$ cat src/rtl/emcu_flash_ahb_slave.sv
// emcu_flash_ahb_slave: AHB-Lite read-only slave in front of a FLASH256K-style macro.
// Optional one-word sequential prefetch buffer, enabled by defining EMCU_FLASH_PREFETCH_EN.
module emcu_flash_ahb_slave #(
  parameter int ADDR_W   = 13,
  parameter int READ_LAT = 1,
  parameter int WIN_W    = 18
) (
  input  logic              clk,
  input  logic              rst_i,
  input  logic              hsel,
  input  logic [31:0]       haddr,
  input  logic [1:0]        htrans,
  input  logic              hwrite,
  input  logic [2:0]        hsize,
  input  logic              hreadymux,
  output logic              hreadyout,
  output logic              hresp,
  output logic [31:0]       hrdata,
  output logic [ADDR_W-7:0] flash_xadr,
  output logic [5:0]        flash_yadr,
  output logic              flash_se,
  input  logic [31:0]       flash_dout
);

  typedef enum logic [2:0] {
    S_IDLE, S_SETUP, S_WAIT, S_DATA, S_ERR1, S_ERR2
  } state_t;

  localparam logic [ADDR_W-1:0] A_TOP  = '1;
  localparam logic [2:0]        LAT_M1 = 3'(READ_LAT - 1);

  state_t            state, state_nx;
  logic [2:0]        cnt;
  logic [ADDR_W-1:0] fa, fa_nx, req_a;
  logic              fa_ld, rd_ld;
  logic [31:0]       rd_nx;
  logic              acc, bad, oor, fin;
  logic              bg, pend, pend_err, pf_hit;
  logic [ADDR_W-1:0] pend_a, r_a;
  logic [31:0]       pf_data;
  logic              bg_go, pend_set, pf_fill;
  logic              r_go, r_bad, busy_ok;
  logic              unused_bus;

  // hreadyout gates acceptance so a stalled slave never takes a new phase
  assign acc   = hsel & htrans[1] & hreadymux & hreadyout;
  assign req_a = haddr[ADDR_W+1:2];
  assign bad   = hwrite | (hsize > 3'd2) | oor;
  assign fin   = (state == S_WAIT) && (cnt == '0);
  assign flash_xadr = fa[ADDR_W-1:6];
  assign flash_yadr = fa[5:0];
  assign unused_bus = ^{haddr[31:WIN_W], haddr[1:0], htrans[0]};

  generate
    if (WIN_W > ADDR_W + 2) begin : g_win
      assign oor = |haddr[WIN_W-1:ADDR_W+2];
    end else begin : g_nowin
      assign oor = 1'b0;
    end
  endgenerate

  // request seen at the end of a background read: held one or live one
  assign r_go    = pend | acc;
  assign r_bad   = pend ? pend_err : bad;
  assign r_a     = pend ? pend_a : req_a;
  assign busy_ok = bg & ~pend;

`ifdef EMCU_FLASH_PREFETCH_EN
  localparam bit PF_EN = 1'b1;
  logic              pf_valid;
  logic [ADDR_W-1:0] pf_addr;

  assign pf_hit = pf_valid && (req_a == pf_addr);

  // prefetch buffer and held request while a background read runs
  always_ff @(posedge clk or negedge rst_i) begin
    if (!rst_i) begin
      bg       <= 1'b0;
      pend     <= 1'b0;
      pend_err <= 1'b0;
      pend_a   <= '0;
      pf_valid <= 1'b0;
      pf_addr  <= '0;
      pf_data  <= '0;
    end else begin
      if (bg_go) bg <= 1'b1;
      else if (fin) bg <= 1'b0;
      if (pend_set) begin
        pend     <= 1'b1;
        pend_err <= bad;
        pend_a   <= req_a;
      end else if (fin) begin
        pend <= 1'b0;
      end
      if (pf_fill) begin
        pf_valid <= 1'b1;
        pf_addr  <= fa;
        pf_data  <= flash_dout;
      end else if (bg_go || state_nx == S_ERR1) begin
        pf_valid <= 1'b0;
      end
    end
  end
`else
  localparam bit PF_EN = 1'b0;
  logic unused_pf;

  assign bg        = 1'b0;
  assign pend      = 1'b0;
  assign pend_err  = 1'b0;
  assign pend_a    = '0;
  assign pf_hit    = 1'b0;
  assign pf_data   = '0;
  assign unused_pf = ^{bg_go, pend_set, pf_fill};
`endif

  // state register
  always_ff @(posedge clk or negedge rst_i) begin
    if (!rst_i) state <= S_IDLE;
    else state <= state_nx;
  end

  // next state and datapath strobes
  always_comb begin
    state_nx = state;
    fa_ld    = 1'b0;
    fa_nx    = req_a;
    rd_ld    = 1'b0;
    rd_nx    = flash_dout;
    bg_go    = 1'b0;
    pend_set = 1'b0;
    pf_fill  = 1'b0;
    unique case (state)
      S_IDLE, S_DATA, S_ERR2: begin
        state_nx = S_IDLE;
        if (acc && bad) begin
          state_nx = S_ERR1;
        end else if (acc && pf_hit) begin
          state_nx = S_DATA;
          fa_ld    = 1'b1;
          rd_ld    = 1'b1;
          rd_nx    = pf_data;
        end else if (acc) begin
          state_nx = S_SETUP;
          fa_ld    = 1'b1;
        end else if (PF_EN && state == S_DATA && fa != A_TOP) begin
          state_nx = S_SETUP;
          fa_ld    = 1'b1;
          fa_nx    = fa + 1'b1;
          bg_go    = 1'b1;
        end
      end
      S_SETUP: begin
        state_nx = S_WAIT;
        pend_set = acc;
      end
      S_WAIT: begin
        if (!fin) begin
          pend_set = acc;
        end else if (!bg) begin
          state_nx = S_DATA;
          rd_ld    = 1'b1;
        end else if (r_go && r_bad) begin
          state_nx = S_ERR1;
        end else if (r_go && r_a == fa) begin
          state_nx = S_DATA;
          rd_ld    = 1'b1;
        end else if (r_go) begin
          state_nx = S_SETUP;
          fa_ld    = 1'b1;
          fa_nx    = r_a;
        end else begin
          state_nx = S_IDLE;
          pf_fill  = 1'b1;
        end
      end
      S_ERR1:  state_nx = S_ERR2;
      default: state_nx = S_IDLE;
    endcase
  end

  // bus and flash control outputs
  always_comb begin
    hreadyout = 1'b1;
    hresp     = 1'b0;
    flash_se  = 1'b0;
    unique case (state)
      S_SETUP: begin
        flash_se  = 1'b1;
        hreadyout = busy_ok;
      end
      S_WAIT: hreadyout = busy_ok;
      S_ERR1: begin
        hreadyout = 1'b0;
        hresp     = 1'b1;
      end
      S_ERR2:  hresp = 1'b1;
      default: ;
    endcase
  end

  // latency counter, flash address and read data registers
  always_ff @(posedge clk or negedge rst_i) begin
    if (!rst_i) begin
      cnt    <= '0;
      fa     <= '0;
      hrdata <= '0;
    end else begin
      if (state == S_SETUP) cnt <= LAT_M1;
      else if (state == S_WAIT && cnt != '0) cnt <= cnt - 1'b1;
      if (fa_ld) fa <= fa_nx;
      if (rd_ld) hrdata <= rd_nx;
    end
  end

endmodule

$ cat config.mk
export PLATFORM = sky130hd
export DESIGN_NAME = emcu_flash_ahb_slave
export DESIGN_NICKNAME = d
export VERILOG_FILES = /design/src/rtl/emcu_flash_ahb_slave.sv
export SDC_FILE = /design/constraint.sdc
export NUM_CORES = 1
export LEC_CHECK = 0
export CAP_MARGIN = 20
export CORE_UTILIZATION = 38
export CTS_CLUSTER_SIZE = 10
export DETAILED_ROUTE_END_ITERATION = 10
export PLACE_DENSITY = 0.8
export SLEW_MARGIN = 15
export SYNTH_ARGS = -nofsm -noshare
export SYNTH_HDL_FRONTEND = slang
export SYNTH_SLANG_ARGS = --single-unit
$ cat constraint.sdc
create_clock -name clk -period 2 [get_ports clk]
set_input_delay 0.4 -clock clk [delete_from_list [all_inputs] [get_ports clk]]
set_output_delay 0.4 -clock clk [all_outputs]
set_load 0.01 [all_outputs]
==> flow_metrics.env <==
export IMPL_fin_worst_hold_slack_ps=89.9
export IMPL_crit_end="hresp"
export IMPL_clkTransAtPathRegs_ps=90
export IMPL_clock_latency_ps=290
export IMPL_r2r_end="fa[0]$_DFFE_PN0P_"
export IMPL_crit_path_max_fanout=5
export IMPL_grt_usage_pct=16.6
export IMPL_die_x_um=77.1
export IMPL_synthMostInstantiatedCell="dfrtp_1"
export IMPL_hold_violations=0
export IMPL_fill_cells=418
export IMPL_finalSetupViolations=0
export IMPL_outcome="finished clean"
export IMPL_die_height_um=77.1
export IMPL_synthCells=144
export IMPL_synth_top_family_by_area="multiplexers"
export IMPL_die_area_um2=5940
export IMPL_required_ps=1600
export IMPL_globalRouteOverflowTotal=0
export IMPL_cts_tree="done"
export IMPL_antenna_found_initial=0
export IMPL_synth_top_area_share_pct=59.6
export IMPL_ys_seq_area_share_pct=59.6
export IMPL_maxCapViolCount=0
export IMPL_clockBufferDepth=2
export IMPL_wl_mm=4.47
export IMPL_drc=0
export IMPL_core_area_um2=5270
export IMPL_dr_pass1_iters=4
export IMPL_synth_top_area_cell="dfrtp_1"
export IMPL_synthMuxAreaShare_pct=25.7
export IMPL_nets=334
export IMPL_grt_start_max_net_pins=28
export IMPL_holdBufCountCts=0
export IMPL_ys_dominant_reg_cell="dfrtp_1"
export IMPL_async_reset_ff_share_pct=100
export IMPL_vias=1569
export IMPL_synth_cell_types=26
export IMPL_synthTopCellsByCount="dfrtp_1 (51), mux2_2 (36), mux2_4 (9), o21ai_0 (7)"
export IMPL_rsz0062_at_grt="no"
export IMPL_utilization_pct=64.5
export IMPL_r2r_setup_slack_ps=120
export IMPL_arrival_ps=1520
export IMPL_synth_simple_gate_area_share_pct=5.44
export IMPL_initial_utilization_pct=40.6
export IMPL_numCtsBuffers=5
export IMPL_synthesis_nets=220
export IMPL_synth_compound_area_share_pct=4.38
export IMPL_synthTopCellsByArea="dfrtp_1 (60%), mux2_2 (19%), mux2_4 (6.3%), o21ai_0 (1.6%), a21oi_1 (1.2%)"
export IMPL_syn_area_um2=2140
export IMPL_area_growth_pct=58.8
export IMPL_core_rowCount=26
export IMPL_cp_startpoint="state[1]$_DFFE_PN0P_"
export IMPL_yosys_register_bits=51
export IMPL_root_buffer="clkbuf_8"
export IMPL_drive_gt1_share_pct=26.4
export IMPL_fmax_mhz=520
export IMPL_antenna_left=0
export IMPL_grt_pass1_vias=1695
export IMPL_fin_crit_ps=1920
export IMPL_dp_hpwl_mm=3.35
export IMPL_p_per_area_nw_per_um2=1270
export IMPL_ir_worst_vdd_v=0.000714
export IMPL_endpoint_kind="output pin"
export IMPL_slew_violations=0
export IMPL_cts_sinks=51
export IMPL_skew_ps=6.21
export IMPL_gp_congestion=0.797
export IMPL_hold_path_class="primary input to asynchronous set/reset pin"
export IMPL_total_leakage_power_nw=1.45
export IMPL_fin_crit_sh_pct=96.1
export IMPL_syn_area_per_cell_um2=14.9
export IMPL_port_buffers=104
export IMPL_cp_start_kind="flip-flop"
export IMPL_synthAdderAreaFrac_pct=1.17
export IMPL_synth_warning_count=0
export IMPL_tightest_slew_ps=579
export IMPL_post_synth_xor_area_fraction_pct=0.409
export IMPL_num_antenna_cells=0
export IMPL_vias_per_cell=4.78
export IMPL_relSlewSlack_pct=61.4
export IMPL_h_tree_depth=2
export IMPL_grt_first_pass_wirelength_mm=7.71
export IMPL_post_drt_wl_per_cell_um=13.6
export IMPL_io_pin_count=122
export IMPL_r2r_start="state[1]$_DFFE_PN0P_"
export IMPL_worstRegToRegCells=6
export IMPL_critPathKind="flip-flop to output pin"
export IMPL_synth_edf_count=0
export IMPL_drtIter0Drc=80
==> metal layers <==
layer | global-route usage [%] | wire length (um) | part of all wire [%] | up-vias
met5 | 0 | 0 | 0 | -
met4 | 5.09 | 38 | 0.85 | 0
met3 | 7.02 | 467 | 10 | 4
met2 | 27.1 | 2080 | 47 | 74
met1 | 19.7 | 1880 | 42 | 759
li1 | - | - | - | 732
==> registers in the layout, indices dropped and copies added, names as in the netlist <==
signal / count
fa: 13
hrdata: 32
state: 3
cnt: 3
==> layout by cell type, fill, tap and decap left out, types with 2 or more instances in the layout <==
master,n
mux2_4,9
nor2b_1,3
dlygate4sd2_1,2
a21oi_1,4
clkdlybuf4s50_1,101
buf_4,8
mux2_2,36
dfrtp_1,50
nand2b_1,2
buf_12,2
o21ai_0,7
ha_1,2
nor2_1,5
inv_1,3
nand3_1,2
clkbuf_8,6
==> cells by family after synthesis <==
kind of cell | Yosys count
flops | 51
mux | 46
simple gates | 17
compound gates | 16
buf+inv | 11
fa+ha+maj | 2
xor+xnor | 1
==> area by class of cell <==
type / instances / area (um^2) / area share (%)
clock buffer: 6 / 82.6 / 2.43
clock inverter: 1 / 5.00 / 0.147
inverter: 4 / 15.0 / 0.442
multi-input combinational: 82 / 798 / 23.5
sequential: 51 / 1280 / 37.6
tap: 70 / 87.6 / 2.58
timing repair buffer: 114 / 1130 / 33.3
==> stage by stage <==
| step | area [um^2] | power, mW | setup slack [ps] | TNS, ps | std cells |
|---|---|---|---|---|---|
| global route | 3400 | 4.60 | 19.0 | 0 | 328 |
| CTS | 3400 | 4.38 | 19.7 | 0 | 328 |
| floorplan | 2140 | 2.67 | 215 | 0 | 144 |
| finish | 3400 | 4.33 | 77.4 | 0 | 328 |
| detailed placement | 3290 | 3.76 | -238 | -2670 | 319 |
| global placement | 3290 | 3.70 | -202 | -2330 | 319 |
==> power breakdown <==
group	total [mW]	switching, mW	leakage, nW	internal, mW
registers	1.64	0.211	0.632	1.43
logic	2.11	0.797	0.775	1.31
clock network	0.581	0.309	0.0470	0.272
==> timing repair <==
item | 4_1_cts | 5_1_grt
setup buffers | 2 | 0
resized for setup | 4 | 1
setup endpoints to repair | 3 | 1
==> worst max-delay path: stages (launching register included) <==
cell	delay, ps
dfrtp_2	450
inv_2	90
nand2_1	100
inv_1	70
clkdlybuf4s50_1	520
==> how the worst min path moves through the flow <==
stage                      from                     to  slack [ps]  cells past startpoint
final                     rst_i  hrdata[6]$_DFFE_PN0P_          90                      1
after global routing      rst_i  hrdata[6]$_DFFE_PN0P_         130                      1
after CTS                 rst_i  hrdata[6]$_DFFE_PN0P_         100                      1
after detailed placement  rst_i  hrdata[6]$_DFFE_PN0P_         440                      1
after global placement    rst_i  hrdata[6]$_DFFE_PN0P_         430                      1
after floorplan           rst_i     cnt[0]$_DFFE_PN0P_         100                      0
Power figures use the tool's default switching activity.
